$ cat config.mk
export PLATFORM = sky130hd
export DESIGN_NAME = pixel_window_assembler
export DESIGN_NICKNAME = d
export VERILOG_FILES = /design/src/rtl/pipe_pkg.sv /design/src/rtl/window_shift_reg.sv /design/src/rtl/pixel_window_assembler.sv
export SDC_FILE = /design/constraint.sdc
export NUM_CORES = 1
export LEC_CHECK = 0
export CAP_MARGIN = 20
export CORE_MARGIN = 5
export CORE_UTILIZATION = 40
export DETAILED_ROUTE_END_ITERATION = 7
export SYNTH_ARGS = -nofsm -noshare
export SYNTH_HDL_FRONTEND = slang
export SYNTH_HIERARCHICAL = 1
export SYNTH_SLANG_ARGS = --single-unit
$ cat constraint.sdc
create_clock -name clock -period 3.1 [get_ports clock]
set_input_delay 0.62 -clock clock [delete_from_list [all_inputs] [get_ports clock]]
set_output_delay 0.62 -clock clock [all_outputs]
set_load 0.02 [all_outputs]
$ cat src/rtl/pipe_pkg.sv
// Shared types and default sizes for the pixel pipeline.
// Holds the pixel type, FSM states and shift-register operations.
package pipe_pkg;

  localparam int PIXEL_W  = 24;
  localparam int TAPS     = 5;
  localparam int LINE_LEN = 640;

  typedef logic [PIXEL_W-1:0] pixel_t;

  typedef enum logic [1:0] {
    IDLE,
    FILL,
    RUN,
    FLUSH
  } state_t;

  typedef enum logic [1:0] {
    SR_HOLD,
    SR_LOAD,
    SR_WRITE,
    SR_SHIFT
  } sr_op_t;

endpackage

$ cat src/rtl/window_shift_reg.sv
// TAPS-deep pixel shift register for the window assembler.
// Ports: op/idx/din select load, write or shift; sr_nxt is the next contents.
module window_shift_reg #(
  parameter  int PIXEL_W = pipe_pkg::PIXEL_W,
  parameter  int TAPS    = pipe_pkg::TAPS,
  localparam int IW      = $clog2(TAPS)
) (
  input  logic               clock,
  input  logic               reset_n,
  input  pipe_pkg::sr_op_t   op,
  input  logic [IW-1:0]      idx,
  input  logic [PIXEL_W-1:0] din,
  output logic [PIXEL_W-1:0] sr_last,
  output logic [PIXEL_W-1:0] sr_nxt [TAPS]
);
  import pipe_pkg::*;

  localparam int R = (TAPS - 1) / 2;

  logic [PIXEL_W-1:0] sr [TAPS];

  assign sr_last = sr[TAPS-1];

  // sr_nxt is also what the output register captures
  always_comb begin
    sr_nxt = sr;
    unique case (op)
      SR_LOAD: begin
        for (int i = 0; i < TAPS; i++)
          if (i <= R) sr_nxt[i] = din;
      end
      SR_WRITE: begin
        for (int i = 0; i < TAPS; i++)
          if (idx == IW'(i)) sr_nxt[i] = din;
      end
      SR_SHIFT: begin
        for (int i = 0; i < TAPS - 1; i++)
          sr_nxt[i] = sr[i+1];
        sr_nxt[TAPS-1] = din;
      end
      default: ;
    endcase
  end

  always_ff @(posedge clock) begin
    if (!reset_n) sr <= '{default: '0};
    else          sr <= sr_nxt;
  end

endmodule

$ cat src/rtl/pixel_window_assembler.sv
// Builds edge-replicated TAPS-wide horizontal windows from a pixel stream.
// Ports: in_* valid/ready pixel input, out_* window output, line_err sticky.
module pixel_window_assembler #(
  parameter  int PIXEL_W  = pipe_pkg::PIXEL_W,
  parameter  int TAPS     = pipe_pkg::TAPS,
  parameter  int LINE_LEN = pipe_pkg::LINE_LEN,
  localparam int CW       = $clog2(LINE_LEN)
) (
  input  logic               clock,
  input  logic               reset_n,
  input  logic               in_valid,
  output logic               in_ready,
  input  logic [PIXEL_W-1:0] in_pixel,
  input  logic               in_sol,
  output logic               out_valid,
  input  logic               out_ready,
  output logic [PIXEL_W-1:0] out_pixels [TAPS],
  output logic [CW-1:0]      out_col,
  output logic               out_eol,
  output logic               line_err
);
  import pipe_pkg::*;

  localparam int R  = (TAPS - 1) / 2;
  localparam int IW = $clog2(TAPS);
  localparam int NW = $clog2(LINE_LEN + 1);
  localparam int FW = $clog2(R + 1);

  state_t             st, st_d;
  logic [NW-1:0]      n, n_d;
  logic [FW-1:0]      fc, fc_d;
  sr_op_t             op;
  logic [IW-1:0]      wr_idx;
  logic [PIXEL_W-1:0] din;
  logic [PIXEL_W-1:0] sr_last;
  logic [PIXEL_W-1:0] sr_nxt [TAPS];
  logic               slot_free, acc;
  logic               ld, first, last, err_set;

  assign slot_free = !out_valid || out_ready;
  assign in_ready  = reset_n && (st != FLUSH) && slot_free;
  assign acc       = in_valid && in_ready;
  assign wr_idx    = IW'(R) + IW'(n);

  window_shift_reg #(
    .PIXEL_W (PIXEL_W),
    .TAPS    (TAPS)
  ) u_sr (
    .clock   (clock),
    .reset_n (reset_n),
    .op      (op),
    .idx     (wr_idx),
    .din     (din),
    .sr_last (sr_last),
    .sr_nxt  (sr_nxt)
  );

  always_ff @(posedge clock) begin
    if (!reset_n) st <= IDLE;
    else          st <= st_d;
  end

  always_comb begin
    st_d    = st;
    n_d     = n;
    fc_d    = fc;
    op      = SR_HOLD;
    din     = in_pixel;
    ld      = 1'b0;
    first   = 1'b0;
    last    = 1'b0;
    err_set = 1'b0;
    unique case (st)
      IDLE: begin
        if (acc && in_sol) begin
          op   = SR_LOAD;
          n_d  = NW'(1);
          st_d = FILL;
        end
      end
      FILL, RUN: begin
        if (acc && in_sol) begin
          // new line mid-line: drop the partial one, no flush
          err_set = 1'b1;
          op      = SR_LOAD;
          n_d     = NW'(1);
          st_d    = FILL;
        end else if (acc) begin
          n_d = n + NW'(1);
          if (st == FILL) begin
            op = SR_WRITE;
            if (n_d == NW'(TAPS - R)) begin
              ld    = 1'b1;
              first = 1'b1;
              st_d  = RUN;
            end
          end else begin
            op = SR_SHIFT;
            ld = 1'b1;
            if (n_d == NW'(LINE_LEN)) begin
              st_d = FLUSH;
              fc_d = '0;
            end
          end
        end
      end
      FLUSH: begin
        if (slot_free) begin
          op   = SR_SHIFT;
          din  = sr_last;
          ld   = 1'b1;
          fc_d = fc + FW'(1);
          if (fc == FW'(R - 1)) begin
            last = 1'b1;
            st_d = IDLE;
            n_d  = '0;
          end
        end
      end
      default: st_d = IDLE;
    endcase
  end

  always_ff @(posedge clock) begin
    if (!reset_n) begin
      n          <= '0;
      fc         <= '0;
      out_valid  <= 1'b0;
      out_pixels <= '{default: '0};
      out_col    <= '0;
      out_eol    <= 1'b0;
      line_err   <= 1'b0;
    end else begin
      n  <= n_d;
      fc <= fc_d;
      if (ld) begin
        out_valid  <= 1'b1;
        out_pixels <= sr_nxt;
        out_col    <= first ? '0 : out_col + CW'(1);
        out_eol    <= last;
      end else if (out_ready) begin
        out_valid <= 1'b0;
      end
      if (err_set) line_err <= 1'b1;
    end
  end

endmodule

# Word level (Yosys, flattened, before mapping)
# Index checks and enable logic that the tools add are counted.
[op_classes] add_sub_neg=4 multipliers=0 div_mod_pow=0 order_cmp=0 n_eq_ne=24 n_shift=0 n_mux=54 bitwise=0 reduce_logical=14
[op_table] op="$pmux W72 S3" n=1
[op_table] op="$mux W24" n=7
[op_table] op="$pmux W48 S2" n=1
[op_table] op="$mux W10" n=6
[op_table] op="$mux W2" n=16
[op_table] op="$pmux W10 S3" n=1
[op_table] op="$add A10 B1 Y10 const B" n=2
[op_table] op="$mux W1" n=18
[op_table] op="$ne A2 B2 Y1 const B" n=8
[op_table] op="$pmux W2 S3" n=2
[op_table] op="$reduce_and A6 Y1" n=2
[op_table] op="$eq A10 B10 Y1 const B" n=1
[op_table] op="$eq A10 B2 Y1 const B" n=1
[op_table] op="$eq A2 B2 Y1 const B" n=4
[op_table] op="$ne A4 B4 Y1 const B" n=2
[op_table] op="$eq A2 B1 Y1 const B" n=3
[op_table] op="$eq A3 B2 Y1 const B" n=2
[op_table] op="$logic_and A1 B1 Y1" n=4
[op_table] op="$pmux W2 S2" n=1
[op_table] op="$reduce_and A4 Y1" n=1
[op_table] op="$reduce_bool A2 Y1" n=2
[op_table] op="$add A2 B3 Y3 const A" n=1
[op_table] op="$eq A3 B1 Y1 const B" n=1
[op_table] op="$eq A3 B3 Y1 const B" n=1
[op_table] op="other kinds (8)" n=8
[totals] reg_bits=267 latch_bits=0 ram_bits=0 rom_bits=0 input_bits=29 n_memories=0

# Longest topological paths before layout
# Gate-level depths: netlist (run 1).
[logic_depth] ltp_word=9 mapped_depth=16

# Hierarchy
# Netlist (run 1), hierarchy kept.
[by_module_without_submodules] module="window_shift_reg" instances=1 cells_per_inst=996 area_each_um2=7945.1
[by_module_without_submodules] module="pixel_window_assembler" instances=1 cells_per_inst=773 area_each_um2=6937.9

# Least setup slack after synthesis (run 1)
# OpenSTA, ideal clock, no wires.
[synth_timing] path_kind="input to register" startpoint="in out_ready" endpoint="reg out_pixels[23] in the netlist's numbering" setup_ns=0.118 arrival_ns=3.176 path_slack_ns=-0.194 path_stages=12 path_buffers=5 path_cell_list="nand2b_1 -> clkbuf_1 -> nand2_1 -> clkbuf_1 -> buf_1 -> o32ai_1 -> buf_4 -> o21ai_1 -> buf_2 -> mux2_2 -> nand2_1 -> mux2i_1"
[synth_lines] item="start: declaration" line="pixel_window_assembler.sv:16" rtl="input logic out_ready,"
[synth_lines] item="end signal: assignment" line="pixel_window_assembler.sv:138" rtl="out_pixels <= sr_nxt;"
[synth_lines] item="end: declaration" line="pixel_window_assembler.sv:17" rtl="output logic [PIXEL_W-1:0] out_pixels [TAPS],"

==> results_dict.tcl, run 1 <==
set metrics [dict create \
    outcome "complete, no violations" \
    dr.pass1.iters 6 \
    die_area_sq_um 41200 \
    gp_congestion 0.924 \
    yosysMostFrequentCell "nand2_1" \
    grt_max_degree 239 \
    fin_nets 1974 \
    max_slew.worst_pin.slew_ps 1130 \
    finalClockSkew_ps 8.32 \
    syn_to_final_growth_pct 25.5 \
    worst-setup-path-type "in -> reg" \
    endpoint_kind "flop" \
    synth_top_cell_by_area "dfxtp_1" \
    wl_per_cell_um 22.4 \
    crit_fanout 23 \
    layout-drive-gt1-share 0.153 \
    period_needed_ps 2960 \
    die_h_um 203 \
    p_sw_frac 0.316 \
    r2r_slack_ps 190 \
    grt_pass1_wl_mm 82.9 \
    hold_start "out_pixels[37]$_SDFFE_PN0P_" \
    yosysWarnings 6 \
    ys_ff_latch 267 \
    grt_remaining_overflow 0 \
    path_cells "clkdlybuf4s50_1 -> nand2b_1 -> nand2_1 -> buf_12 -> mux2_2 -> and4b_1 -> a211oi_1 -> nor3_1 -> buf_4 -> nand2_1 -> mux2i_1" \
    cp.required_ps 3580 \
    post_cts_buffers 0 \
    p_leak_nw 6.40 \
    multiInputGateArea_sq_um 8420 \
    first_global_vias 13600 \
    min_path_type "reg -> reg" \
    r2r_cells 9 \
    fp.dieW_um 203 \
    drt_iter0_drc 1574 \
    synth_area_sq_um 14900 \
    critPathLaunchType "primary input" \
    ios 163 \
    maxCapViolCount 0 \
    netlist_top_cells_area "dfxtp_1 (36%), mux2i_1 (12%), nand2_1 (9.5%), mux2_2 (3.6%), nand3_1 (3.5%)" \
    cts_sinks 267 \
    power_frac_comb 0.244 \
    syn_area_per_cell_sq_um 8.41 \
    initial_utilization 0.406 \
    cts_buffer_depth 3 \
    finalSetupViolations 0 \
    min_to "out_pixels[37]$_SDFFE_PN0P_" \
    netlist_instances 1769 \
    cts_root_buf "clkbuf_16" \
    timing.rr.start "n[1]$_SDFFE_PN0P_" \
    rsz0062_at_grt "no" \
    row_count 70 \
    max_stage_delay_ps 540 \
    seqCellArea_sq_um 5350 \
    switching_power_w 0.00307 \
    crit_start "out_ready" \
    drc 0 \
    r2r-end "out_pixels[29]$_SDFFE_PN0P_" \
    fin_area_sq_um 18700 \
    fmax_ghz 0.338 \
    portBuffers 162 \
    placed_area_sq_um 17700 \
    final.fill_count 3506 \
    post-place-ws_ps -308 \
    ys_async_sr_fraction 0 \
    netlist.area_leader.share 0.359 \
    routed-via-count 14400 \
    place_hpwl_mm 39.0 \
    hold_depth 2 \
    synth_enable_flop_cells 0 \
    coreArea_sq_um 36700 \
    wl_mm 54.4 \
    cts_made_buffers 31 \
    antenna_found_initial 4 \
    ys_seq_area_frac 0.359 \
    ys_types 76 \
    syn_nets 1807 \
    h-tree-depth 1 \
    internal_power_w 0.00664 \
    critPathMostFrequentCell "nand2_1" \
    drv_slew 0 \
    grt_usage 0.253 \
    synth_common_cells "nand2_1 (377), dfxtp_1 (267), mux2i_1 (185), clkbuf_1 (107), nand3_1 (103)" \
    worst_path_max_delay_cell "nor3_1" \
    power.share.clock 0.368 \
    post-route-period-util 0.954 \
    seq_power_share 0.389 \
    cts_tree "yes" \
    fin_ws_ps 143 \
    crit_arrival_ps 3440 \
    powerDensity_nw_per_um2 520 \
    synth-main-ff-cell "dfxtp_1" \
    hold_viol 0 \
    relSlewSlack 0.250 \
    ant_nets 0 \
    insertion_delay_ps 560 \
    clk_pin_slew_ps 60 \
    peakVddDrop_uv 438 \
    vias_per_cell 5.92 \
]
==> registers in the layout, indices dropped and copies added (netlist names) <==
| name | flops |
|---|---|
| line_err | 1 |
| u_sr/sr | 96 |
| fc | 2 |
| out_eol | 1 |
| n | 10 |
| st | 2 |
| out_valid | 1 |
| u_sr/sr_last | 24 |
| out_col | 10 |
| out_pixels | 120 |
==> through the flow <==
stage / hold slack (ps) / TNS (ps) / power [W] / cells / util
2_1_floorplan: 453 / -32.6 / 0.00522 / 1769 / -
3_3_place_gp: 445 / -14460 / 0.00613 / 2370 / 0.482
3_5_place_dp: 445 / -20560 / 0.00616 / 2370 / 0.482
4_1_cts: 462 / 0 / 0.00973 / 2424 / 0.509
5_1_grt: 473 / 0 / 0.0101 / 2429 / 0.509
6_report: 458 / 0 / 0.00971 / 2429 / 0.509
==> power by group through the flow <==
stage               Combinational [W]  Sequential, W  Clock, W
floorplan                     0.00143        0.00379         0
global placement              0.00229        0.00384         0
detailed placement            0.00232        0.00384         0
CTS                           0.00233        0.00377   0.00363
global route                  0.00254        0.00378   0.00379
finish                        0.00237        0.00377   0.00357
==> how the worst max path moves through the flow <==
stage | to | slack [ps] | cells past startpoint
floorplan | out_pixels[23]$_SDFFE_PN0P_ | -30 | 12
global placement | out_pixels[42]$_SDFFE_PN0P_ | -320 | 11
detailed placement | out_pixels[42]$_SDFFE_PN0P_ | -310 | 11
CTS | out_col[7]$_SDFFE_PN0P_ | 150 | 7
global route | out_pixels[42]$_SDFFE_PN0P_ | 20 | 11
finish | out_pixels[42]$_SDFFE_PN0P_ | 140 | 11
==> cell type report <==
type	instances	area share
repair buffers	336	0.176
diodes	4	0.000536
inverters	19	0.00388
multi-input cells	1281	0.451
clock inverters	12	0.00603
well taps	468	0.0313
flip-flops and latches	267	0.286
clock buffers	42	0.0459
==> logic make-up (layout without fill, tap and decap cells) <==
| family | Yosys count | after routing | synth area share |
|---|---|---|---|
| AND/OR/NAND/NOR | 708 | 708 | 0.224 |
| adder cells (fa/ha/maj) | 9 | 9 | 0.00757 |
| flip-flops | 267 | 267 | 0.359 |
| XOR/XNOR | 4 | 4 | 0.00235 |
| other | 0 | 4 | 0 |
| buffers and inverters | 221 | 409 | 0.0787 |
| multiplexers | 233 | 233 | 0.161 |
| AO/OA/AOI/OAI | 327 | 327 | 0.168 |
==> cells in the final DEF, fill, tap and decap left out, types with 37 or more instances in the layout <==
cell,Yosys,layout
a21oi_1,37,37
a31oi_1,49,49
nor2b_1,48,47
mux2_2,48,48
dfxtp_1,267,267
nor2_1,72,72
o2bb2ai_1,48,48
a311oi_1,48,48
mux2i_1,185,185
nand2_1,377,377
nand3_1,103,103
clkdlybuf4s50_1,0,161
buf_4,29,145
==> worst max-delay path, delay by kind of cell <==
| kind | cells | cell delay (ps) |
|---|---|---|
| and+or+nand+nor | 5 | 1350 |
| muxes | 2 | 480 |
| AOI/OAI and AO/OA | 1 | 80 |
| buffers and inverters | 3 | 890 |
==> repair_timing <==
action,in CTS,in global routing
gates resized for setup,0,1
hold buffers,0,0
setup endpoints to repair,0,96
==> layer usage <==
layer / track usage / wire (um) / vias to the layer above
met5: 0 / 0 / -
met4: 0.0890 / 2130 / 0
met3: 0.0399 / 3980 / 126
met2: 0.398 / 24500 / 633
met1: 0.354 / 23700 / 6899
li1: - / - / 6715
Power figures use the tool's default switching activity.
==> run 2: changes to the inputs <==
CORE_ASPECT_RATIO = 1.5   (was unset)
MAX_ROUTING_LAYER = met4   (was unset)
==> run 2 against run 1 <==
Fmax is 0.87% lower. Sequential power hardly changed. Count of clock-buffer cells in the layout is 8 lower. Largest cell class unchanged. Largest power group unchanged. Via count is 0.45% higher. Critical path type is now reg -> reg.
==> results_dict.tcl, run 2 (same netlist as run 1, synthesis figures left out) <==
set metrics [dict create \
    gp_congestion 0.959 \
    post_cts_buffers 0 \
    cp-endpoint "out_pixels[10]$_SDFFE_PN0P_" \
    min_path_type "reg -> reg" \
    maxCapViolCount 0 \
    worst-setup-path-type "reg -> reg" \
    layout_common_cells "nand2_1 (377), dfxtp_1 (267), mux2i_1 (185), clkdlybuf4s50_1 (161), buf_4 (161)" \
    largest_register_ffs 120 \
    initial_utilization 0.404 \
    dr.pass1.iters 6 \
    r2r-end "out_pixels[10]$_SDFFE_PN0P_" \
    drv_slew 0 \
    grt_remaining_overflow 0 \
    fin_setup_tns_ps 0 \
    die_h_um 246 \
    crit_start "n[1]$_SDFFE_PN0P_" \
    worst_path_max_delay_cell "o311a_4" \
    ant_nets 0 \
    crit_buf_inv 2 \
    hold_viol 0 \
    powerDensity_nw_per_um2 513 \
    drc 0 \
    grt_max_degree 195 \
    wl_mm 55.6 \
    finalClockSkew_ps 19.2 \
    vias_per_cell 5.89 \
    max_stage_delay_ps 430 \
    peakVddDrop_uv 288 \
    max_slew.worst_pin.slew_ps 923 \
    p_leak_nw 6.40 \
    crit_fanout 14 \
    r2r_cells 9 \
    die_area_sq_um 41200 \
    cts_sinks 267 \
    endpoint_kind "flop" \
    period_needed_ps 2980 \
    cp_num_cells 9 \
    routed-via-count 14400 \
    critPathLaunchType "flop" \
    wl_per_cell_um 22.7 \
    layout-drive-gt1-share 0.160 \
    critPathTopFamily "compound AO/OA/AOI/OAI gates" \
    ios 163 \
    first_global_vias 13800 \
    antenna_cells 0 \
    relSlewSlack 0.385 \
    h-tree-depth 1 \
    final_cell_count_no_fill 2450 \
    path_cells "ha_1 -> and3_4 -> or4_1 -> a211o_1 -> o311a_4 -> nor2_4 -> buf_12 -> buf_4 -> mux2i_1" \
    drt_iter0_drc 1450 \
    cts_tree "yes" \
    outcome "complete, no violations" \
    antenna_found_initial 0 \
    clk_pin_slew_ps 70 \
    crit_arrival_ps 3470 \
    row_count 86 \
    fin_nets 1983 \
    cts_made_buffers 28 \
    place_hpwl_mm 40.4 \
    power_w 0.00961 \
    cts_root_buf "clkbuf_16" \
    cts_buffer_depth 3 \
    final_core_util 0.509 \
    insertion_delay_ps 560 \
    grt_pass1_wl_mm 83.5 \
    grt_usage 0.264 \
    finalSetupViolations 0 \
    syn_to_final_growth_pct 25.8 \
    portBuffers 162 \
    coreArea_sq_um 36800 \
    layout_commonest_cell "nand2_1" \
    placed_cells 2398 \
    timing.rr.start "n[1]$_SDFFE_PN0P_" \
    fp.dieW_um 167 \
    post-route-period-util 0.962 \
    fmax_ghz 0.335 \
    r2r_slack_ps 120 \
    cp.required_ps 3590 \
    top_register "out_pixels" \
]
-- run 2: changes by cell type in the layout (fill, tap and decap cells not counted), sizes merged --
| cell | change |
|---|---|
| clkbuf | -7 |
| bufinv | +1 |
| buf | +11 |
| diode | -4 |
| clkinvlp | +4 |
-- run 2: cell type report --
type	count	area, sq um
clock buffers	34	743
clock inverters	17	184
fillers	3497	18100
inverters	19	72.6
multi-input cells	1281	8430
flip-flops and latches	267	5350
well taps	484	606
repair buffers	348	3350
-- run 2: tightest hold or removal path: cells and delay by family (launching register included) --
family | cells | cell delay, ps
flip-flops | 1 | 310
multiplexers | 1 | 50
AND/OR/NAND/NOR | 1 | 50
-- run 2: how the worst min path moves through the flow --
| stage | startpoint | endpoint | slack, ps | depth (start not counted) |
|---|---|---|---|---|
| after global placement | out_pixels[67]$_SDFFE_PN0P_ | out_pixels[67]$_SDFFE_PN0P_ | 440 | 2 |
| after floorplan | u_sr/sr_last[10]$_SDFF_PN0_ | u_sr/sr_last[10]$_SDFF_PN0_ | 450 | 2 |
| after CTS | out_pixels[25]$_SDFFE_PN0P_ | out_pixels[25]$_SDFFE_PN0P_ | 460 | 2 |
| after global routing | out_pixels[0]$_SDFFE_PN0P_ | out_pixels[0]$_SDFFE_PN0P_ | 470 | 2 |
| final | out_pixels[25]$_SDFFE_PN0P_ | out_pixels[25]$_SDFFE_PN0P_ | 460 | 2 |
| after detailed placement | out_pixels[62]$_SDFFE_PN0P_ | out_pixels[62]$_SDFFE_PN0P_ | 450 | 2 |
-- run 2: where the power goes --
group          switching, W  leakage [nW]  internal (W)
Clock               0.00151         0.445       0.00196
Sequential         0.000156          2.16       0.00360
Combinational       0.00143          3.80      0.000949
Total               0.00310          6.40       0.00652
-- run 2: per-stage QoR --
stage / hold WS (ps) / setup WS [ps] / area [sq um]
global route: 468 / -6.66 / 18700
finish: 456 / 117 / 18700
detailed placement: 446 / -206 / 17800
global placement: 443 / -144 / 17800
CTS: 459 / 106 / 18700
floorplan: 453 / -32.6 / 14900
-- run 2: repair_timing --
action / CTS / global route
gates resized for setup: 0 / 4
setup endpoints to repair: 0 / 60
hold buffers: 0 / 0
-- run 2: routing by layer --
layer  GRT usage  vias to the layer above  part of all wire
li1            -                     6726                 -
met1       0.319                     6938              0.40
met2       0.423                      634              0.46
met3      0.0318                      140             0.068
met4       0.155                        0             0.069
met5           -                        -                 0
